===== src/rtl/qsum.sv =====
// -----------------------------------------------------------------------------
// qsum -- per-transaction sum reducer for the filtered queue stream.
//
// Adds up the data words of each innermost-level transaction (the run of words
// ending with eot[0]=1) and emits one sum per transaction. The final word's
// outer eot bits eot[LVL-1:1] are forwarded with the sum.
//
// Ports:
//   clk         rising-edge clock
//   rst         synchronous, active-low reset
//   din_data    {eot[LVL-1:0], data[W_DIN-1:0]}; eot[0] marks the last word
//   din_valid   producer has a word
//   din_ready   qsum accepts the word
//   dout_data   {eot[LVL-1:1], sum[W_DOUT-1:0]}; sum only when LVL=1
//   dout_valid  a result is held and not yet consumed
//   dout_ready  consumer accepts the result
//
// Parameters:
//   W_DIN   data width (unsigned)
//   W_DOUT  sum width, >= W_DIN
//   LVL     number of din eot bits, >= 1
//   SAT     0: sum wraps modulo 2^W_DOUT, 1: sum saturates at all-ones
// -----------------------------------------------------------------------------
module qsum #(
    parameter int W_DIN  = 16,
    parameter int W_DOUT = 24,
    parameter int LVL    = 2,
    parameter int SAT    = 0
) (
    input  logic                    clk,
    input  logic                    rst,
    input  logic [LVL+W_DIN-1:0]    din_data,
    input  logic                    din_valid,
    output logic                    din_ready,
    output logic [LVL+W_DOUT-2:0]   dout_data,
    output logic                    dout_valid,
    input  logic                    dout_ready
);

    localparam int W_OUT = LVL - 1 + W_DOUT;

    logic [W_DIN-1:0]  din_word;
    logic              din_last;
    logic [W_DOUT:0]   sum_full;
    logic [W_DOUT-1:0] acc;
    logic [W_DOUT-1:0] nxt;
    logic [W_OUT-1:0]  load_word;
    logic [W_OUT-1:0]  out_reg;
    logic              out_valid;
    logic              din_fire;
    logic              dout_fire;

    assign din_word = din_data[W_DIN-1:0];
    assign din_last = din_data[W_DIN];

    // One extra bit captures the carry out of the accumulator.
    assign sum_full = {1'b0, acc} + {{(W_DOUT + 1 - W_DIN){1'b0}}, din_word};

    // NOTE: every variable written in always_comb gets a default first, so no
    // path leaves it unassigned and no latch is inferred.
    always_comb begin
        nxt = sum_full[W_DOUT-1:0];
        // Once acc is all-ones, any nonzero word carries again, so a saturated
        // sum stays saturated for the rest of the transaction.
        if (SAT != 0 && sum_full[W_DOUT]) begin
            nxt = '1;
        end
    end

    // Only the final word's outer eot bits travel with the sum.
    generate
        if (LVL > 1) begin : g_eot
            assign load_word = {din_data[LVL+W_DIN-1:W_DIN+1], nxt};
        end else begin : g_no_eot
            assign load_word = nxt;
        end
    endgenerate

    // A final word stalls only while an older result is held and not being
    // taken this cycle; non-final words always flow.
    assign din_ready = !(din_valid && din_last && out_valid && !dout_ready);

    assign din_fire  = din_valid && din_ready;
    assign dout_fire = out_valid && dout_ready;

    // NOTE: sequential state uses non-blocking assignments so every register
    // samples pre-edge values, independent of statement order.
    always_ff @(posedge clk) begin
        if (!rst) begin
            // Reset wins over any handshake in the same cycle: partial sums and
            // a pending result are both discarded.
            acc       <= '0;
            out_reg   <= '0;
            out_valid <= 1'b0;
        end else begin
            if (din_fire) begin
                acc <= din_last ? '0 : nxt;
            end
            // A load in the same cycle as a consume keeps out_valid high, so
            // one result per cycle is sustained.
            if (din_fire && din_last) begin
                out_reg   <= load_word;
                out_valid <= 1'b1;
            end else if (dout_fire) begin
                out_valid <= 1'b0;
            end
        end
    end

    assign dout_data  = out_reg;
    assign dout_valid = out_valid;

endmodule


===== config.mk =====
export PLATFORM = sky130hd
export DESIGN_NAME = qsum
export DESIGN_NICKNAME = d
export VERILOG_FILES = /design/src/rtl/qsum.sv
export SDC_FILE = /design/constraint.sdc
export NUM_CORES = 1
export LEC_CHECK = 0
export BUFFER_PORTS_ARGS = -buffer_cell sky130_fd_sc_hd__clkbuf_2
export CAP_MARGIN = 20
export CORE_MARGIN = 3
export CORE_UTILIZATION = 35
export DETAILED_ROUTE_END_ITERATION = 8
export PLACE_DENSITY_LB_ADDON = 0.15
export SYNTH_ARGS = -nofsm -noshare
export SYNTH_HDL_FRONTEND = slang
export SYNTH_SLANG_ARGS = --single-unit

===== constraint.sdc =====
create_clock -name clk -period 2.91 [get_ports clk]
set_input_delay 0.291 -clock clk [delete_from_list [all_inputs] [get_ports clk]]
set_output_delay 0.291 -clock clk [all_outputs]
set_load 0.01 [all_outputs]

==> results.cfg <==
[flow_run]
cap_viol_max_count = 0

[clocking]
clkLatencyLatePin_ps = 310
cts_buffers = 5
cts_tree = done
cts_hold_buf = 0
root_buffer = clkbuf_8
post_cts_buffers = 0
cts_buffer_depth = 2
cts.sinks = 50
cts_htree_levels = 2
cts.clk_slew.worst_paths_ps = 100
post_cts_resized = 0

[global_routing]
track_usage = 0.171
grt_first_pass_wirelength_um = 12000
grt-ovfl-total = 0
grt_start_max_net_pins = 22
grt_pass1_vias = 2427
antenna_found_initial = 0

[sta]
finalCritPeriodShare = 0.889
hold_ws_ps = 199
max_freq_mhz = 387
slew_violations = 0
rsz0062_at_grt = no
slew_headroom = 0.616
tightestPinTransition_ps = 562
finalSetupViolations = 0
finClkSkew_ps = 13.0
hold_violations = 0
setup-tns-final_ps = 0
min_period_ps = 2590

[die]
die-area_um2 = 9050
pin_count = 49
num_rows = 31
start_util = 0.372
die_x_um = 95.1
core_um2 = 7490
fp.dieH_um = 95.1

[placed_design]
gp_congestion = 0.895
hpwlAfterDp_um = 5370
dp.cells = 474
post_dp_cell_area_um2 = 3120
port_buffers = 48

[critical_path]
ff2ff_path_depth = 10
required_ps = 3150
timing.reg2reg.setup_slack_ps = 320
critPathArrivalTime_ps = 2820
start_kind = flip-flop
critPathKind = reg2reg
reg2reg_to = dout_data[20]
worstSetupEndpointType = flip-flop
startpoint = acc[0]
cp-endpoint = dout_data[20]
crit_fanout = 4
r2r_start = acc[0]

[yosys]
ys_seq_elements = 50
ys_warn_count = 0
synth_edf_count = 0
ys_seq_area_frac = 0.360
syn-instance-count = 336
synthTopCellsByArea = dfxtp_1, ha_1, nand2_1, a21oi_1, o21ai_0
synthDistinctLibCells = 51
synth-async-reset-ratio = 0
synthTopCellsByCount = dfxtp_1, nand2_1, a21oi_1, nor2_1, o21ai_0
syn_area_per_cell_um2 = 8.28
synth_area_leader_cell = dfxtp_1
synth_flop_cell = dfxtp_1
synth_nets = 375
synth_top_area_frac = 0.360
syn_area_um2 = 2780
yosysMostFrequentCell = dfxtp_1

[final_layout]
finalNonFillerCells = 482
final_area_um2 = 3220
diodes = 0
drive_gt1_frac = 0.196
area_growth_pct = 15.9
final_nets = 421

[route]
route.vias.total = 2545
wl_met3_um = 306
routedLengthMet1_um = 3640
ant_nets = 0
topRoutingLayerUsed = met4
routed_wirelength_um = 7310
vias_per_cell = 5.28
wl_met2_um = 3250
drc_errors = 0
firstDrtPassIters = 4
wire_per_inst_um = 15.2
drtIter0Drc = 80

[run_status]
status = finished, final reports clean

[power]
p_seq_frac = 0.493
pwr-share-clk = 0.298
intPower_mw = 1.04
powerDensity_nw_per_um2 = 464
p_leak_nw = 1.41
p_sw_frac = 0.305
power_switching_uw = 457
vdd_drop_max_v = 0.000182
comb_power_share = 0.209

[worst_hold_path]
min_path_type = in2reg
critical path, cell delays in order, from the launching register on:
cell,delay (ps)
dfxtp_1,340
ha_1,180
inv_1,60
fa_1,390
and2b_1,240
o2111ai_2,140
a211o_1,350
and4_4,200
and4bb_4,320
xnor2_1,80
a211oi_2,210
registers in the layout (all words and copies together), names as in the netlist:
register / flops
dout_valid: 1
dout_data: 25
acc: 24
layer usage:
metal,vias up,global-route usage
met5,-,0
met4,0,0.0493
met3,9,0.0324
met2,56,0.276
met1,1176,0.231
li1,1304,-
cell usage in the layout, fill, tap and decap left out, types with 2 or more instances in the layout:
cell and instances:
o311ai_0 2, nand4_1 4, nand2_1 42, dfxtp_1 50, nand3_1 15, o21ai_0 21, xnor2_1 6, buf_4 8
a21oi_1 31, clkbuf_8 6, nor3_1 10, nor3b_1 3, clkbuf_2 48, nand3b_1 5, inv_1 5, or3b_1 3
ha_1 16, nand2b_1 5, and3_1 5, o211a_1 2, o21a_1 4, a31oi_1 4, and2_1 4, xor2_1 9
a21o_1 11, a21boi_0 2, nor2_1 24, a211oi_1 6, a22oi_1 6, o211ai_1 2
through the flow:
| step | setup slack [ps] | utilization | power (mW) |
|---|---|---|---|
| floorplan | 513 | - | 0.967 |
| global placement | 343 | 0.417 | 1.07 |
| detailed placement | 287 | 0.417 | 1.07 |
| CTS | 323 | 0.431 | 1.52 |
| global route | 119 | 0.431 | 1.59 |
| finish | 324 | 0.431 | 1.50 |
layout make-up:
type | count | area (um2)
Fill cell | 774 | 4260
Tap cell | 99 | 124
Clock buffer | 6 | 82.6
Multi-Input combinational cell | 264 | 1680
Sequential cell | 50 | 1000
Timing Repair Buffer | 56 | 300
Inverter | 5 | 18.8
Clock inverter | 2 | 16.3
cells by family after synthesis:
family	Yosys count	synth area share
xor+xnor	15	0.0472
simple gates	129	0.234
mux	1	0.00360
compound gates	102	0.239
fa+ha+maj	17	0.0792
buf+inv	22	0.0369
flops	50	0.360
worst min-delay path by stage:
stage	from	to	slack [ps]	depth (start not counted)
after floorplan	din_data[17]	dout_data[24]	430	2
after global placement	acc[13]	acc[13]	440	2
after detailed placement	acc[15]	acc[15]	450	2
after CTS	din_data[17]	dout_data[24]	190	3
after global routing	din_data[17]	dout_data[24]	190	3
final	din_data[17]	dout_data[24]	200	3
power by group through the flow:
stage / Clock, mW / Combinational [mW] / Sequential (mW)
CTS: 0.466 / 0.315 / 0.739
global route: 0.493 / 0.354 / 0.743
finish: 0.445 / 0.312 / 0.738
global placement: 0 / 0.313 / 0.754
detailed placement: 0 / 0.313 / 0.754
floorplan: 0 / 0.205 / 0.762
No activity file was read; power rests on OpenSTA's default activity.
